===== src/rtl/counter_forward_timer.sv =====
// Programmable up-counting timer: counts from a loaded start value to a live limit,
// then stops or reloads, and reports each terminal count on a valid/ready event.
module counter_forward_timer #(
    parameter int WORD_WIDTH = 8
) (
    input  logic                  clk_i,
    input  logic                  arst_ni,
    input  logic                  load_i,
    input  logic [WORD_WIDTH-1:0] data_i,
    input  logic [WORD_WIDTH-1:0] limit_i,
    input  logic                  start_i,
    input  logic                  stop_i,
    input  logic                  auto_reload_i,
    input  logic                  event_ready_i,
    output logic [WORD_WIDTH-1:0] data_o,
    output logic                  will_overflow_o,
    output logic                  event_valid_o,
    output logic                  overrun_o,
    output logic                  busy_o,
    output logic                  done_o
);

    typedef enum logic [1:0] {
        IDLE = 2'd0,
        RUN  = 2'd1,
        DONE = 2'd2
    } state_t;

    state_t                state;
    logic [WORD_WIDTH-1:0] count;
    logic [WORD_WIDTH-1:0] reload;
    logic                  event_valid;
    logic                  overrun;
    logic                  terminal;
    logic                  accept;

    // A terminal fires only while running and not being loaded or paused on this edge.
    always_comb begin
        terminal = 1'b0;
        if (!load_i && state == RUN && !stop_i && count == limit_i) begin
            terminal = 1'b1;
        end
    end

    assign accept = event_valid && event_ready_i;

    // NOTE: sequential state uses non-blocking assignments so every register sees
    // the pre-edge values of the others, regardless of statement order.
    always_ff @(posedge clk_i or negedge arst_ni) begin
        if (!arst_ni) begin
            state       <= IDLE;
            count       <= '0;
            reload      <= '0;
            event_valid <= 1'b0;
            overrun     <= 1'b0;
        end else begin
            if (load_i) begin
                state   <= IDLE;
                count   <= data_i;
                reload  <= data_i;
                overrun <= 1'b0;
            end else begin
                unique case (state)
                    IDLE: begin
                        if (!stop_i && start_i) begin
                            state <= RUN;
                        end
                    end
                    RUN: begin
                        if (stop_i) begin
                            state <= IDLE;
                        end else if (terminal) begin
                            if (auto_reload_i) begin
                                count <= reload;
                            end else begin
                                state <= DONE;
                            end
                        end else begin
                            count <= count + 1'b1;
                        end
                    end
                    DONE: begin
                        if (!stop_i && start_i) begin
                            state <= RUN;
                            count <= reload;
                        end
                    end
                    default: state <= IDLE;
                endcase
                // An unaccepted pending event absorbs the new terminal and flags overrun.
                if (terminal && event_valid && !event_ready_i) begin
                    overrun <= 1'b1;
                end
            end

            if (terminal) begin
                event_valid <= 1'b1;
            end else if (accept) begin
                event_valid <= 1'b0;
            end
        end
    end

    assign data_o          = count;
    assign will_overflow_o = (state == RUN) && (&count);
    assign event_valid_o   = event_valid;
    assign overrun_o       = overrun;
    assign busy_o          = (state == RUN);
    assign done_o          = (state == DONE);

endmodule


===== config.mk =====
export PLATFORM = sky130hd
export DESIGN_NAME = counter_forward_timer
export DESIGN_NICKNAME = d
export VERILOG_FILES = /design/src/rtl/counter_forward_timer.sv
export SDC_FILE = /design/constraint.sdc
export NUM_CORES = 1
export LEC_CHECK = 0
export ABC_CLOCK_PERIOD_IN_PS = 4100
export BUFFER_PORTS_ARGS = -buffer_cell sky130_fd_sc_hd__buf_4
export CORE_MARGIN = 4
export CORE_UTILIZATION = 50
export DETAILED_ROUTE_END_ITERATION = 10
export MAX_ROUTING_LAYER = met4
export PLACE_DENSITY = 0.74
export RECOVER_POWER = 100
export SLEW_MARGIN = 15
export SYNTH_ARGS = -nofsm -noshare
export SYNTH_HDL_FRONTEND = slang
export SYNTH_SLANG_ARGS = --single-unit

===== constraint.sdc =====
create_clock -name clk_i -period 4.1 [get_ports clk_i]
set_input_delay 1.23 -clock clk_i [delete_from_list [all_inputs] [get_ports clk_i]]
set_output_delay 1.23 -clock clk_i [all_outputs]
set_load 0.01 [all_outputs]

# After elaboration in Yosys (flattened, before gate mapping)

Index checks and enable logic that the tools add are counted.

Add/subtract/negate cells: 1
Equal/unequal tests: 9
Multiplexer cells: 17
Reductions and logical operators: 19

Operators with widths:

| operator              | count |
|---|---|
| $mux W8               | 5 |
| $pmux W8 S2           | 1 |
| $mux W2               | 5 |
| $add A8 B1 Y8 const B | 1 |
| $eq A8 B8 Y1          | 1 |
| $logic_and A1 B1 Y1   | 8 |
| $ne A4 B4 Y1 const B  | 2 |
| $reduce_and A8 Y1     | 1 |
| $mux W1               | 5 |
| $ne A4 B3 Y1 const B  | 1 |
| $pmux W2 S2           | 1 |
| $reduce_and A4 Y1     | 1 |
| $reduce_bool A2 Y1    | 2 |
| $logic_not A1 Y1      | 3 |
| $ne A3 B1 Y1 const B  | 1 |
| $ne A3 B2 Y1 const B  | 1 |
| $ne A3 B3 Y1 const B  | 1 |
| $reduce_and A3 Y1     | 1 |
| $reduce_bool A3 Y1    | 1 |
| $eq A2 B1 Y1 const B  | 1 |
| $eq A2 B2 Y1 const B  | 1 |
| $logic_not A2 Y1      | 1 |
| $reduce_or A2 Y1      | 1 |

Flip-flop bits (word level): 20
Input port bits: 23
Output and inout bits: 13

# Logic depth before layout (Yosys ltp)

Gate-level depths: netlist of the first run.

Depth in word-level cells: 9
Depth in mapped cells: 7
Gate-level depth less buffers: 6

# Least setup slack after synthesis of the first run

No wires, ideal clock.

Path kind: input -> register
Start point: input port limit_i[0]
End point: register count[3], in the netlist data_o[3]
Library setup time: 0.137 ns
Data arrival time: 2.394 ns
Setup slack: 1.569 ns
Stages on the path: 6
Path buffers: 1
Cell sequence: xnor2_2 > nand4_4 > nor4_4 > or2_1 > buf_6 > o32ai_2

Word-level cells in the longest chain between the ends: 7
Elaborated cells between the ends (all ways): 9

Ends and longest elaborated chain:

| item                  | line | RTL |
|---|---|---|
| start, declared       | 10   | `input logic [WORD_WIDTH-1:0] limit_i,` |
| $eq A8 B8 Y1 *        | 40   | `if (!load_i && state == RUN && !stop_i && count == limit_i) begin` |
| $logic_and A1 B1 Y1 * | 40   |  |
| $mux W1 *             | 40   |  |
| $mux W8               | 72   | `end else if (terminal) begin` |
| $mux W8               | 70   | `if (stop_i) begin` |
| $pmux W8 S2           | 63   | `unique case (state)` |
| $mux W8               | 57   | `if (load_i) begin` |
| end signal, assigned  | 59   | `count <= data_i;` |
| end signal, assigned  | 74   | `count <= reload;` |
| end signal, assigned  | 79   | `count <= count + 1'b1;` |
| end, declared         | 30   | `logic [WORD_WIDTH-1:0] count;` |

Every way passes the cells marked *; elsewhere a longest branch is shown, timed or not. The select of a mux whose other input is x is not followed.
A chain may end at the register's enable or synchronous reset.

# Worst setup path after layout of the first run

Start point: input port limit_i[5]
End point: register count[7], in the netlist data_o[7]

The elaborated chain is that of the path after synthesis.

==> results of run 1 <==
logic make-up after synthesis:
| family | synth area share |
|---|---|
| AND/OR/NAND/NOR | 0.241 |
| flip-flops | 0.336 |
| AO/OA/AOI/OAI | 0.227 |
| adder cells (fa/ha/maj) | 0.00839 |
| multiplexers | 0.0377 |
| buffers and inverters | 0.0512 |
| XOR/XNOR | 0.0990 |
stage by stage:
step / hold slack, ps / power (W) / cells
2_1_floorplan: 449 / 0.000363 / 154
3_3_place_gp: 476 / 0.000423 / 214
3_5_place_dp: 484 / 0.000428 / 214
4_1_cts: 509 / 0.000544 / 218
5_1_grt: 540 / 0.000551 / 218
6_report: 508 / 0.000519 / 218
layout make-up:
class                           instances  area [µm²]
Multi-Input combinational cell        117         852
Sequential cell                        20         500
Fill cell                             297        1130
Inverter                               11        41.3
Tap cell                               31        38.8
Clock buffer                            4        36.3
Timing Repair Buffer                   35         206
layer usage:
metal	up-vias	wire, µm	track usage	part of all wire
met5	-	0	-	0
met4	0	29	0.0964	0.0077
met3	4	171	0.0270	0.046
met2	33	1910	0.340	0.51
met1	656	1630	0.245	0.44
li1	633	-	-	-
worst reg2reg max path, stage by stage, from the launching register on:
cell     delay (ps)
dfrtp_1         460
xnor2_1         410
nand4_4         180
nor4_1         1080
or2_1           380
o32ai_1         160
state kept, by name, indices dropped and copies added (netlist names):
signal         cells
event_valid_o      1
reload             8
data_o             8
state              2
overrun_o          1
how the worst max path moves through the flow:
stage | startpoint | to | slack (ps) | cells past startpoint
after floorplan | limit_i[0] | data_o[3] | 1570 | 6
after global placement | limit_i[0] | data_o[7] | 1210 | 6
after detailed placement | limit_i[2] | data_o[7] | 1130 | 6
after CTS | data_o[0] | will_overflow_o | 1190 | 5
after global routing | limit_i[5] | data_o[7] | 640 | 6
final | limit_i[5] | data_o[7] | 760 | 6
power by group through the flow:
stage	Sequential, W	Combinational [W]	Clock [W]
global placement	0.000250	0.000173	0
finish	0.000247	0.000156	0.000116
floorplan	0.000250	0.000112	0
detailed placement	0.000252	0.000177	0
global route	0.000250	0.000172	0.000129
CTS	0.000248	0.000177	0.000120
cell usage in the layout, fill, tap and decap left out, types with 6 or more instances in the layout:
cell type,n
inv_1,10
dfrtp_1,20
buf_4,19
nand2b_1,8
nor2_1,12
xnor2_2,7
nand2_1,13
o21ai_0,7
clkbuf_1,15
nand3_1,6
a211oi_1,6
==> impl_metrics.json, run 1 <==
{
  "fin_tns_setup_ps": 0,
  "post_cts_resized": 0,
  "max_freq_mhz": 299,
  "drc": 0,
  "synth.most_common_cell": "dfrtp_1",
  "hold_depth": 2,
  "antenna_found_initial": 0,
  "synth_top_area_share": 0.336,
  "reg2reg_from": "data_o[5]",
  "cp.required_ps": 4280,
  "internal_power_w": 0.000345,
  "clockPowerShare": 0.224,
  "hold_start": "reload[2]",
  "critPathMaxStageDelay_ps": 1080,
  "synth_edf_count": 0,
  "drive_gt1_frac": 0.225,
  "postLayoutCoreUtil": 0.597,
  "worst_slack_ps": 755,
  "insertion_delay_ps": 310,
  "drt-vias-per-instance": 6.08,
  "cts_tree": "done",
  "placementRows": 19,
  "synth_seq_cells": 20,
  "finClkSkew_ps": 2.78,
  "reg2reg_slack_ps": 1320,
  "crit_buf_inv": 1,
  "synth.distinct_cells": 46,
  "max_cap_viol_count": 0,
  "synthArstFlopShare": 1.00,
  "syn2layout_area_growth_pct": 12.3,
  "htreeDepth": 1,
  "hold_path_class": "reg -> reg",
  "slew_viol_final": 0,
  "synth_ff_type": "dfrtp_1",
  "routed_wl_um": 3740,
  "dr_total_vias": 1326,
  "netSwitchingPower_w": 0.000174,
  "yosysWarnings": 0,
  "antenna_cells": 0,
  "combPwrFrac": 0.300,
  "clockBufferDepth": 2,
  "dr.pass1.iters": 4,
  "timing.slew.headroom": 0.115,
  "sw_frac_of_total": 0.335,
  "drt_iter0_drc": 46,
  "core-area_um2": 2810,
  "cp-end-kind": "flip-flop",
  "cts_setup_buffers": 0,
  "wl_per_cell_um": 17.2,
  "root_buffer": "clkbuf_4",
  "synth_top_area_cell": "dfrtp_1",
  "vdd_drop_max_mv": 0.175,
  "critical_path_arrival_ps": 3530,
  "ios": 36,
  "clkSlewWorstSetupHoldPaths_ps": 110,
  "stdcell_area_um2": 1680,
  "rsz0062_at_grt": "false",
  "numPortBuffers": 35,
  "grt_max_degree": 27,
  "power_density_nw_per_um2": 310,
  "grt_pass1_vias": 1361,
  "placed_cell_area_um2": 1760,
  "worstMarginPinSlew_ps": 1320,
  "initial_utilization": 0.532,
  "crit_fanout": 9,
  "critPathTopFamily": "simple AND/OR/NAND/NOR gates",
  "die_w_um": 62.6,
  "syn-num-nets": 178,
  "leakagePower_nw": 0.714,
  "pwr-share-seq": 0.475,
  "dp_slack_ps": 1130,
  "die_area_um2": 3920,
  "slowest_stage": "nor4_1",
  "crit_chain": "clkbuf_4 > xnor2_1 > nand4_4 > nor4_1 > or2_1 > o32ai_1",
  "layout.nets": 212,
  "rr_worst_depth": 5,
  "syn_avg_cell_area_um2": 9.68,
  "numCtsBuffers": 3,
  "netlist_instances": 154,
  "r2r_end": "data_o[7]",
  "synthTopCellsByArea": "dfrtp_1, xnor2_2, o32ai_2, mux2_2, nand2b_1",
  "finalSetupViolations": 0,
  "final-hold-violation-count": 0,
  "worstSetupPathType": "in -> reg",
  "hpwlAfterDp_um": 2850,
  "clock-sinks": 20,
  "ant_nets": 0,
  "cp-start-kind": "primary input",
  "outcome": "finished, final reports clean",
  "cts_hold_buf": 0,
  "hold_end": "reload[2]",
  "min_period_ps": 3340,
  "netlist_top_cells_count": "dfrtp_1, nand2_1, nor2_1, inv_1",
  "grt_overflow": 0,
  "syn-cell-area_um2": 1490,
  "fin_crit_sh": 0.816,
  "ys_seq_area_frac": 0.336,
  "fp.dieH_um": 62.6,
  "grt_use_total": 0.204,
  "grt_pass1_wl_um": 6320,
  "place.gp.congestion": 0.888
}
Note: power is estimated with default switching activity, not from simulation.
==> run 2: changes to the inputs <==
--- a/config.mk
+++ b/config.mk
@@ -5,7 +5,7 @@
 export SDC_FILE = /design/constraint.sdc
 export NUM_CORES = 1
 export LEC_CHECK = 0
-export ABC_CLOCK_PERIOD_IN_PS = 4100
+export ABC_CLOCK_PERIOD_IN_PS = 3250
 export BUFFER_PORTS_ARGS = -buffer_cell sky130_fd_sc_hd__buf_4
 export CORE_MARGIN = 4
 export CORE_UTILIZATION = 50
==> constraint.sdc (replaced) <==
create_clock -name clk_i -period 3.25 [get_ports clk_i]
set_input_delay 0.975 -clock clk_i [delete_from_list [all_inputs] [get_ports clk_i]]
set_output_delay 0.975 -clock clk_i [all_outputs]
set_load 0.01 [all_outputs]
==> run 2 against run 1 <==
Compared with the run above: register-to-register slack lost 470 ps; sequential power grew 26%; power grew 26%; critical path depth is the same; cell count is the same; via count shrank 0.30%; worst setup slack lost 220 ps; critical path type unchanged; non-clock buffer count is the same; combinational power grew 26%; largest cell class unchanged; clock power grew 27%; clock skew is essentially flat.
==> impl_metrics.json, run 2 (synthesis gave the netlist of run 1 again) <==
{
  "clockBufferDepth": 2,
  "leakagePower_nw": 0.715,
  "clock-sinks": 20,
  "fp.dieH_um": 62.6,
  "vdd_drop_max_mv": 0.221,
  "root_buffer": "clkbuf_4",
  "max_cap_viol_count": 0,
  "pwr-share-seq": 0.475,
  "place.gp.congestion": 0.888,
  "rsz0062_at_grt": "false",
  "slowest_stage": "nor4_2",
  "min_period_ps": 2710,
  "clkSlewWorstSetupHoldPaths_ps": 110,
  "grt_pass1_wl_um": 6320,
  "placementRows": 19,
  "worstMarginPinSlew_ps": 1130,
  "cts_setup_buffers": 0,
  "antenna_found_initial": 0,
  "slew_viol_final": 0,
  "ff_latch_area_um2": 500,
  "finClkSkew_ps": 2.98,
  "core-area_um2": 2810,
  "combPwrFrac": 0.301,
  "htreeDepth": 1,
  "post_cts_resized": 0,
  "worst_slack_ps": 539,
  "critical_path_arrival_ps": 2890,
  "hold_path_class": "reg -> reg",
  "wl_per_cell_um": 17.0,
  "routed_wl_um": 3710,
  "fin_tns_setup_ps": 0,
  "layout_commonest_cell": "dfrtp_1",
  "syn2layout_area_growth_pct": 12.8,
  "drc": 0,
  "ant_nets": 0,
  "drive_gt1_frac": 0.230,
  "worstSetupPathType": "in -> reg",
  "clockPowerShare": 0.224,
  "cts_tree": "done",
  "dr_total_vias": 1322,
  "internal_power_w": 0.000436,
  "cts_hold_buf": 0,
  "dr.pass1.iters": 4,
  "netSwitchingPower_w": 0.000220,
  "hpwlAfterDp_um": 2850,
  "cp-start-kind": "primary input",
  "fillerInstances": 296,
  "dp_slack_ps": 531,
  "final-hold-violation-count": 0,
  "insertion_delay_ps": 310,
  "multi_input_area_um2": 858,
  "die_w_um": 62.6,
  "grt_max_degree": 27,
  "grt_use_total": 0.204,
  "ios": 36,
  "cp.required_ps": 3430,
  "crit_chain": "clkbuf_4 > xnor2_1 > nand4_4 > nor4_2 > or2_1 > o32ai_1",
  "drt-vias-per-instance": 6.06,
  "antenna_cells": 0,
  "die_area_um2": 3920,
  "fin_crit_sh": 0.834,
  "numCtsBuffers": 3,
  "layout.nets": 212,
  "grt_overflow": 0,
  "finalSetupViolations": 0,
  "numPortBuffers": 35,
  "outcome": "finished, final reports clean",
  "drt_iter0_drc": 62,
  "sw_frac_of_total": 0.336,
  "mostFrequentLayoutCells": "dfrtp_1, buf_4, clkbuf_1, nand2_1, nor2_1",
  "initial_utilization": 0.532,
  "grt_pass1_vias": 1361,
  "cp-end-kind": "flip-flop",
  "critPathMaxStageDelay_ps": 710,
  "timing.slew.headroom": 0.249,
  "power_density_nw_per_um2": 390,
  "crit_fanout": 9,
  "max_freq_mhz": 369
}
run 2: changes by cell type in the layout (fill, tap and decap cells not counted):
cell,change
nor4_1,-1
nor4_2,+1
run 2: final cells by class:
class                           instances  share of cell area
Tap cell                               31              0.0231
Multi-Input combinational cell        117               0.510
Clock buffer                            4              0.0216
Sequential cell                        20               0.298
Inverter                               11              0.0246
Timing Repair Buffer                   35               0.123
run 2: metrics by stage:
stage | instance area, µm² | hold slack, ps | total power [W] | util | instances
finish | 1680 | 506 | 0.000656 | 0.599 | 218
global route | 1680 | 540 | 0.000696 | 0.599 | 218
CTS | 1790 | 509 | 0.000687 | 0.640 | 218
detailed placement | 1760 | 484 | 0.000540 | 0.627 | 214
global placement | 1760 | 476 | 0.000533 | 0.627 | 214
floorplan | 1490 | 449 | 0.000458 | - | 154
run 2: worst max-delay path: cells and delay by family:
kind            cells  cell delay, ps
buf+inv             1             110
simple gates        3            1250
xor+xnor            1             390
compound gates      1             150
run 2: power by group through the flow:
stage	clock (W)	sequential (W)	combinational, W
after global placement	0	0.000316	0.000218
after floorplan	0	0.000316	0.000142
after detailed placement	0	0.000317	0.000223
after global routing	0.000162	0.000316	0.000218
final	0.000147	0.000311	0.000197
after CTS	0.000151	0.000312	0.000223
run 2: path summary, 6_finish.rpt:
kind,from,end,slack [ps],cells past startpoint
max,limit_i[5],data_o[7],540,6
min,reload[2],reload[2],510,2
max reg2reg,data_o[5],data_o[7],850,5
min reg2reg,reload[2],reload[2],510,2
max in group asynchronous,arst_ni,reload[2],1730,1
min in group asynchronous,arst_ni,data_o[0],850,1
run 2: metal layers:
metal  wire, µm  GRT usage  vias to the layer above
met5          0          -                        -
met2       1890      0.340                       44
met4         41     0.0964                        0
met3        212     0.0270                        5
met1       1560      0.245                      637
li1           -          -                      636
